--- src/rtl/int_window_packer.sv ---
// int_window_packer
// Collects a stream of integer samples into fixed-size groups of NUM_INPUTS
// lanes and presents each completed group as one wide word. A group may be
// cut short with s_last; unused upper lanes of a short group are zero.
//
// state | meaning
// ------+---------------------------------------------------------------
// EMPTY | no samples held for the current group (cnt == 0)
// FILL  | cnt samples already stored in fill lanes 0..cnt-1 (cnt > 0)
module int_window_packer #(
    parameter int DATA_WIDTH = 32,
    parameter int NUM_INPUTS = 9
) (
    input  logic                             clk,
    input  logic                             rst,
    input  logic                             s_valid,
    output logic                             s_ready,
    input  logic [DATA_WIDTH-1:0]            s_data,
    input  logic                             s_last,
    output logic                             m_valid,
    input  logic                             m_ready,
    output logic [NUM_INPUTS*DATA_WIDTH-1:0] m_data,
    output logic [$clog2(NUM_INPUTS+1)-1:0]  m_count
);

    localparam int CNT_W = $clog2(NUM_INPUTS + 1);
    localparam logic [CNT_W-1:0] LAST_LANE = CNT_W'(NUM_INPUTS - 1);

    typedef enum logic {
        EMPTY = 1'b0,
        FILL  = 1'b1
    } state_t;

    state_t                          state;
    state_t                          state_nxt;
    logic [CNT_W-1:0]                cnt;
    logic [CNT_W-1:0]                cnt_nxt;
    logic [DATA_WIDTH-1:0]           fill [NUM_INPUTS];
    logic                            accept;
    logic                            complete;
    logic [NUM_INPUTS*DATA_WIDTH-1:0] pack;

    // The output register is free when empty or being drained this cycle.
    assign s_ready  = !m_valid || m_ready;
    assign accept   = s_valid && s_ready;
    assign complete = accept && ((cnt == LAST_LANE) || s_last);

    // FSM state and lane counter register.
    always_ff @(posedge clk) begin
        if (rst) begin
            state <= EMPTY;
            cnt   <= '0;
        end else begin
            state <= state_nxt;
            cnt   <= cnt_nxt;
        end
    end

    // Next-state logic: advance the lane on each accepted beat, wrap on completion.
    always_comb begin
        state_nxt = state;
        cnt_nxt   = cnt;
        case (state)
            EMPTY: begin
                if (accept) begin
                    if (complete) begin
                        state_nxt = EMPTY;
                        cnt_nxt   = '0;
                    end else begin
                        state_nxt = FILL;
                        cnt_nxt   = CNT_W'(1);
                    end
                end
            end
            FILL: begin
                if (accept) begin
                    if (complete) begin
                        state_nxt = EMPTY;
                        cnt_nxt   = '0;
                    end else begin
                        state_nxt = FILL;
                        cnt_nxt   = cnt + CNT_W'(1);
                    end
                end
            end
            default: begin
                state_nxt = EMPTY;
                cnt_nxt   = '0;
            end
        endcase
    end

    // Assemble the completed group: stored lanes, the completing sample, zeros above.
    always_comb begin
        pack = '0;
        for (int i = 0; i < NUM_INPUTS; i++) begin
            if (CNT_W'(i) < cnt) begin
                pack[i*DATA_WIDTH +: DATA_WIDTH] = fill[i];
            end else if (CNT_W'(i) == cnt) begin
                pack[i*DATA_WIDTH +: DATA_WIDTH] = s_data;
            end
        end
    end

    // Fill lanes: store non-completing beats, wipe everything when a group closes.
    always_ff @(posedge clk) begin
        if (rst || complete) begin
            for (int i = 0; i < NUM_INPUTS; i++) begin
                fill[i] <= '0;
            end
        end else if (accept) begin
            for (int i = 0; i < NUM_INPUTS; i++) begin
                if (CNT_W'(i) == cnt) begin
                    fill[i] <= s_data;
                end
            end
        end
    end

    // Output register: load on completion, drop valid once consumed, hold otherwise.
    always_ff @(posedge clk) begin
        if (rst) begin
            m_valid <= 1'b0;
            m_data  <= '0;
            m_count <= '0;
        end else if (complete) begin
            m_valid <= 1'b1;
            m_data  <= pack;
            m_count <= cnt + CNT_W'(1);
        end else if (m_ready) begin
            m_valid <= 1'b0;
        end
    end

endmodule

--- config.mk ---
export PLATFORM = sky130hd
export DESIGN_NAME = int_window_packer
export DESIGN_NICKNAME = d
export VERILOG_FILES = /design/src/rtl/int_window_packer.sv
export SDC_FILE = /design/constraint.sdc
export NUM_CORES = 1
export LEC_CHECK = 0
export BUFFER_PORTS_ARGS = -buffer_cell sky130_fd_sc_hd__clkbuf_2
export CAP_MARGIN = 40
export CORE_ASPECT_RATIO = 1.2
export CORE_MARGIN = 2
export CORE_UTILIZATION = 25
export DETAILED_ROUTE_END_ITERATION = 10
export PLACE_DENSITY = 0.48
export SLEW_MARGIN = 20
export SYNTH_ARGS = -nofsm -noshare
export SYNTH_HDL_FRONTEND = slang
export SYNTH_SLANG_ARGS = --single-unit
--- constraint.sdc ---
create_clock -name clk -period 4 [get_ports clk]
set_input_delay 0.6 -clock clk [delete_from_list [all_inputs] [get_ports clk]]
set_output_delay 0.6 -clock clk [all_outputs]
set_load 0.05 [all_outputs]
==> results.txt, run 1 <==
The run finished with clean final reports. The fraction of layout instances using a drive strength above 1 came out at 27.1%. The ratio of final minimum period to clock period came out at 74.6%. TritonCTS built the clock tree. The routed length on met1 came out at 35.1 mm.

The number of setup buffers added after CTS is 0. edfxtp_1 takes more of the synthesized area than any other cell. The largest buffer count on any clock path is 3. The cell sitting at the root of the clock tree is a clkbuf_16.

The final standard cell utilization of the core is 30.6%. For this design the static power due to leakage is 0.0107 uW. The vias after detailed routing is 17,300.

The global routing usage summed across all routing layers came out at 17.4%. In the final routed layout, each cell accounts on average for 24.2 um. The largest stage delay on the critical path is 0.53 ns.

The routability congestion estimate from global placement came out at 0.767. The total clock sinks came out at 586. The number of violations of the max-capacitance limit is 0. Setup repair after global routing left no endpoint under its margin. The hold buffer count at cts is 0. The filler cells instantiated in the layout total 9,514. The total power density per cell area is 517 mW/mm^2. The vertical die dimension came out at 337 um.

The area added between synthesis and finish is 21.6%. The synthesized area per cell is 11.7 um^2. The yosys synthesis warning count is 0. Counting instances in the post-synthesis netlist gives the leading cell types as 298 x dfxtp_1, 288 x edfxtp_1, 264 x nor2_1. After detailed placement, the total cell area comes to 0.0259 mm^2.

The final count of hold timing violations came out at 0. The synthesized design contains 586 register bits. Setup violations remaining at the end of the flow were counted as 0. The fraction of synthesis flops using an asynchronous set or reset pin is 0%.

The I/O pin count came out at 331. The number of core rows is 122. The port buffer count came out at 330. The origin of the worst min-delay path is rst. The critical path buffer and inverter count came out at 2.

Of all nets on the critical path, the largest fanout is 22. The share of the yosys chip area belonging to registers is 63.2%. The pre-CTS setup slack is 1.02 ns.

The initial DRC count is 1,274. The number of antenna violations at the first check in global routing is 0. The number of gates resized after CTS was 0. The final layout contains 2,243 nets.

The critical path class is reg2reg. The worst pin sits at a relative slew slack of 26.6%. In the synthesized netlist the dominant register cell turns out to be dfxtp_1. For this block, the routed nets add up to 84.5 mm of wire.

The capturing element type of the critical path is a register. The launching element type of the critical path is a register. The launch point of the worst reg-to-reg path is cnt[0]$_SDFFE_PP0P_. The slew at the pin closest to its max-slew limit came out at 1.10 ns. The number of enable flip-flop cells after synthesis is 288. The region available for standard cell placement spans 0.0919 mm^2. Based on the critical path, the design can be clocked at up to 0.335 GHz. The vias per cell came out at 4.94. The total met2 wirelength after detailed routing is 41.1 mm. The number of slew-limit violations in the final report came to 0. After layout, the minimum clock period comes to 2.98 ns. The length of the first detailed-routing pass in iterations came out at 5.

The count of antenna-violating nets left after detailed routing came out at 0. The maximum vdd drop is 0.264 mV. The number of antenna diodes came out at 0. Overall power consumption after layout is estimated at 14,500 uW. The number of global-route vias before repair came out at 16,900. The HPWL after detailed placement is 53.6 mm.

The initial utilization of the core area, before any placement, comes to 25.1%. Detailed routing placed a total of 5.60 mm of wire on met3. The detailed-route DRC error count came out at 0.

Traced cell by cell, the critical path runs through inv_1 -> ha_1 -> and3b_1 -> or2_2 -> o21ai_0 -> nand2b_2 -> buf_4. Yosys attributes the largest share of cell area to edfxtp_1 37%, dfxtp_1 26%, nor2_1 4.3%, nor3_1 3.3%, a221oi_1 3.3%. For the final routed database, the setup TNS stands at 0 ns. The number of buffers created by CTS is 66.

The cell area after technology mapping came out at 0.0231 mm^2. The H-tree was split into 3 levels. The CTS clock-pin slew for the worst setup and hold paths is 0.06 ns. The unique cell type count in the Yosys netlist is 49. Between clock sinks in the finished design, the worst skew comes to 0.0221 ns.

The slowest cell on the critical path is buf_4. The most repeated cell in the gate-level netlist after synthesis is dfxtp_1. The startpoint of the worst setup timing path is cnt[0]$_SDFFE_PP0P_. For the worst-skew pair, the clock arrives at the later sink with an insertion delay of 0.61 ns. In this design, the largest share of critical-path delay is due to simple AND/OR/NAND/NOR gates. The first global-routing pass estimated 121 mm of wire. The floorplan step defined a die boundary enclosing 0.0949 mm^2.

The number of nets in the synthesized netlist is 2,017. The cell area after layout is 0.0281 mm^2. The endpoint required time on the critical path is 4.23 ns. The worst hold path belongs to the class in2reg.

The pin count of the biggest net entering global routing came out at 165. The arrival time at the worst endpoint is 3.21 ns. The fraction of synthesized cell area taken by the top area cell type came out at 37.4%. The overflow left after global routing came out at 0. The post-synthesis cell count came out at 1,976. The least setup slack across all paths after layout came out at 1.02 ns. The top routing layer in use is met4. The die outline width is 282 um.
final cells by class:
cell class,instances,area (um^2),share of cell area (%)
well taps,1240,1550,5.52
flip-flops and latches,586,14600,52.0
inverters,2,7.51,0.0267
clock buffers,100,1970,7.02
repair buffers,376,2210,7.88
multi-input cells,1170,7560,26.9
clock inverters,21,180,0.641
metal layers:
| layer | vias up | track usage [%] |
|---|---|---|
| li1 | 7820 | - |
| met1 | 8658 | 22.2 |
| met2 | 659 | 29.0 |
| met3 | 116 | 3.28 |
| met4 | 0 | 6.65 |
| met5 | - | 0 |
registers in the layout, summed over array words and instances (netlist names), named ones only:
signal / flops
m_valid: 1
m_count: 4
cnt: 4
fill: 288
m_data: 288
power by group:
part / internal, uW / total (uW) / switching, uW
registers: 6670 / 6850 / 184
clock network: 3500 / 6030 / 2530
logic: 377 / 1650 / 1280
total: 10500 / 14500 / 3990
cells in the final DEF, fill, tap and decap left out, types with 33 or more instances in the layout:
cell and n:
mux2i_1 33, dfxtp_1 296, edfxtp_1 288, a211oi_2 50
clkbuf_2 330, nor3_1 153, and3_1 64, nand2_1 106
a21oi_1 42, a211oi_1 46, nor2_1 263, and2_1 33
nand3_1 34, a221oi_1 87, o21ai_0 36, clkbuf_16 69
logic make-up (layout without fill, tap and decap cells):
family / after synthesis / in the layout / share of synthesized area [%]
xor gates and xnor gates: 1 / 1 / 0.0379
muxes: 65 / 65 / 2.99
AOI/OAI and AO/OA: 408 / 408 / 14.9
and+or+nand+nor: 692 / 692 / 14.0
DFF: 586 / 586 / 63.2
adders and majority gates: 4 / 4 / 0.217
buffers and inverters: 220 / 499 / 4.58
stage by stage:
stage,hold slack (ns),std cells
finish,0.307,3495
global route,0.272,3495
CTS,0.250,3494
detailed placement,0.450,3373
global placement,0.442,3366
floorplan,0.475,1976
path summary, 6_finish.rpt:
check	endpoint	slack, ns	cells after the start
max	fill[0][35]$_DFFE_PP_	1.02	7
min	register	0.31	2
max reg2reg	fill[0][35]$_DFFE_PP_	1.02	7
min reg2reg	m_data[256]$_SDFFE_PP0P_	0.45	2
No activity file was read; power rests on OpenSTA's default activity.
==> run 2, diff against run 1 <==
--- a/config.mk
+++ b/config.mk
@@ -5,13 +5,14 @@
 export SDC_FILE = /design/constraint.sdc
 export NUM_CORES = 1
 export LEC_CHECK = 0
+export ABC_AREA = 1
 export BUFFER_PORTS_ARGS = -buffer_cell sky130_fd_sc_hd__clkbuf_2
 export CAP_MARGIN = 40
 export CORE_ASPECT_RATIO = 1.2
 export CORE_MARGIN = 2
 export CORE_UTILIZATION = 25
 export DETAILED_ROUTE_END_ITERATION = 10
-export PLACE_DENSITY = 0.48
+export PLACE_DENSITY = 0.5
 export SLEW_MARGIN = 20
 export SYNTH_ARGS = -nofsm -noshare
 export SYNTH_HDL_FRONTEND = slang
==> constraint.sdc (replaced) <==
create_clock -name clk -period 2.55 [get_ports clk]
set_input_delay 0.3825 -clock clk [delete_from_list [all_inputs] [get_ports clk]]
set_output_delay 0.3825 -clock clk [all_outputs]
set_load 0.05 [all_outputs]
==> run 2 against run 1 <==
  * Sequential power increased by 58%
  * Critical path type unchanged
  * Cell area increased by 0.41%
  * Via count is 2.6% higher
  * Critical path depth grew 3
  * Sequential share of layout area decreased by 0.22 points
  * Combinational power increased by 60%
  * Non-clock buffer count increased by 67
  * Fmax grew 27%
  * Utilization grew 1.5 points
  * Final cell count grew 10%
  * Critical endpoint is now fill[0][236]$_DFFE_PP_
  * Routed wire length decreased by 8.2%
  * Register-to-register slack got worse by 0.81 ns
==> results.txt, run 2 <==
The run finished with clean final reports. In this run the horizontal extent of the chip is 276 um. The vias after detailed routing is 17,700. The overall die area came out at 0.0914 mm^2.

The count of antenna-violating nets left after detailed routing came out at 0. The count of H-tree levels built during CTS came out at 3. The maximum achievable frequency came out at 0.427 GHz. In the final layout, the registers with the most flip-flops are fill x288, m_data x288. The total wirelength of the detailed-routed design is 77.6 mm. The clock period could shrink to 2.34 ns.

The number of global-route vias before repair came out at 17,000. The most common cell after layout, fill and taps aside is o21ai_0. By count the netlist is led by 641 x o21ai_0, 528 x nor2_1, 298 x dfxtp_1.

The initial DRC count came out at 1,355. The min-delay analysis places its worst path in the category in2reg. The post-synthesis cell count is 2,298. The fraction of layout instances using a drive strength above 1 is 21.5%.

The clock tree from TritonCTS is done. The area added between synthesis and finish is 26.9%. The CTS clock-pin slew for the worst setup and hold paths came out at 0.06 ns. The hold buffer count at cts came out at 0. The wire length per cell is 20.2 um.

The fraction of synthesized cell area taken by the top area cell type is 38.9%. Of the synthesized area, sequential elements account for 65.7%. STA classifies the critical path startpoint as a register. The yosys synthesis warning count is 0.

For the worst-skew pair, the clock arrives at the later sink with an insertion delay of 0.63 ns. The ratio of final minimum period to clock period is 91.9%. Synthesis produced a netlist with a net count of 2,339. The final layout contains 2,676 nets. Port buffering added 330 buffers. The arrival time at the worst endpoint came out at 2.65 ns. The worst setup path is captured at a register. Setup repair after global routing left no endpoint under its margin. The design draws 23,500 uW. The total negative setup slack is 0 ns.

The pre-CTS setup slack is 0.110 ns. Setup violations remaining at the end of the flow were counted as 0. The detailed-route DRC error count came out at 0. After layout, the worst setup slack is 0.207 ns. The cell area after technology mapping is 0.0223 mm^2. The number of setup buffers added after CTS is 0. The synthesized area per cell came out at 9.68 um^2.

The largest buffer count on any clock path is 3. The first global-routing pass estimated 113 mm of wire. The pin count of the biggest net entering global routing came out at 160. The flop-to-flop setup slack is 0.21 ns.

The library cells used most frequently in the layout, excluding fill and tap cells, are 641 x o21ai_0, 528 x nor2_1, 330 x clkbuf_2, 295 x dfxtp_1, 288 x edfxtp_1. The worst relative slew slack came out at 49.2%. The first TritonRoute pass finished after 5 iterations. The maximum vdd drop is 0.435 mV.

The most common cell in the synthesized netlist is o21ai_0. After synthesis, the cell types taking the most area are edfxtp_1 39%, dfxtp_1 27%, o21ai_0 14%, nor2_1 8.9%, a21oi_1 2.3%. The routability congestion estimate from global placement came out at 0.769. The final HPWL from detailed placement came out at 50.6 mm. The total power density per cell area came out at 831 mW/mm^2. Yosys mapped the design onto 22 distinct sky130hd cell types. The setup path with the least slack is of type reg2reg. The number of buffers created by CTS came out at 70. The final count of hold timing violations came out at 0. The filler cells instantiated in the layout total 9,140. The number of antenna violations at the first check in global routing was 4. The number of slew-limit violations in the final report came out at 0. The overflow left after global routing is 0. The total clock sinks came out at 586.

The fraction of synthesis flops using an asynchronous set or reset pin is 0%. The dominant synthesized flop cell is dfxtp_1. Global routing used 16.5% of the available tracks across all layers. The maximum fanout count along the critical path came out at 12. The slew at the pin closest to its max-slew limit came out at 0.762 ns. The number of resized instances in the post-cts repair step is 0. The number of core rows came out at 119.

CTS placed an instance of clkbuf_16 at the clock tree root. The number of violations of the max-capacitance limit came out at 0. The endpoint required time on the critical path came out at 2.86 ns. In this run the standard cell core region covers 0.0880 mm^2. The biggest area consumer among synthesized cells is edfxtp_1. The vias per cell is 4.60. The number of cells in the finished layout apart from fillers came out at 3,844. In this run the count of I/O pins placed on the die edge is 331. The final clock skew came out at 0.0266 ns. The leakage power summed over all cells is 0.0115 uW. The number of enable flip-flop cells after synthesis came out at 288. The number of placed instances with taps included came out at 3,712.

The initial cell density of the core came out at 25.3%. Measured along the y axis, the die boundary spans 331 um. The synthesized flop and latch total is 586.
==> run 2: changes by cell type in the layout (fill, tap and decap cells not counted), moves of 50 or more <==
cell and delta:
a211oi_2 -50, o21ai_0 +605, nor3_1 -150, a21oi_1 +60, a221oi_1 -87, and3_1 -64, nor2_1 +265, buf_4 +58
==> run 2: routing by layer <==
layer	vias up	global-route usage, %	part of all wire, %
li1	8601	-	-
met1	8529	23.1	48
met2	491	25.5	45
met3	77	3.05	5.6
met4	0	5.25	2.0
met5	-	0	0
==> run 2: cell families after synthesis <==
family | after synthesis | synth area share, %
compound gates | 762 | 17.2
simple gates | 721 | 12.7
flops | 586 | 65.7
buf+inv | 224 | 4.21
fa+ha+maj | 4 | 0.225
xor+xnor | 1 | 0.0394
==> run 2: metrics by stage <==
stage / instance area (um^2) / hold slack (ns) / utilization (%)
2_1_floorplan: 22400 / 0.455 / -
3_3_place_gp: 25900 / 0.478 / 29.4
3_5_place_dp: 25900 / 0.475 / 29.4
4_1_cts: 28200 / 0.0344 / 32.1
5_1_grt: 28200 / 0.0753 / 32.1
6_report: 28200 / 0.0659 / 32.1
==> run 2: final timing paths <==
path                             start                      to  depth (start not counted)
setup / recovery   cnt[1]$_SDFFE_PP0P_  fill[0][236]$_DFFE_PP_                         10
hold / removal                 m_ready    m_valid$_SDFFE_PP0P_                          4
setup reg to reg   cnt[1]$_SDFFE_PP0P_  fill[0][236]$_DFFE_PP_                         10
hold reg to reg   m_valid$_SDFFE_PP0P_    m_valid$_SDFFE_PP0P_                          2
==> run 2: layout make-up <==
| cell class | count | area (um^2) | share of cell area (%) |
|---|---|---|---|
| Antenna cell | 2 | 5.00 | 0.0177 |
| Clock buffer | 98 | 2080 | 7.35 |
| Clock inverter | 32 | 251 | 0.891 |
| Inverter | 46 | 193 | 0.683 |
| Multi-Input combinational cell | 1488 | 6860 | 24.3 |
| Sequential cell | 586 | 14600 | 51.8 |
| Tap cell | 1149 | 1440 | 5.09 |
| Timing Repair Buffer | 443 | 2790 | 9.88 |
==> run 2: critical path, cell delays in order, from the launching register on <==
cell,delay [ns]
dfxtp_2,0.33
inv_2,0.07
ha_2,0.22
nand3_2,0.12
a21oi_4,0.28
inv_8,0.07
nand2_8,0.06
clkinvlp_4,0.17
buf_4,0.24
o21ai_4,0.23
buf_12,0.22
==> run 2: report_power, final <==
group | internal, uW | switching, uW | total, uW
Combinational | 551 | 2090 | 2640
Clock | 5930 | 4080 | 10000
Sequential | 10600 | 264 | 10800
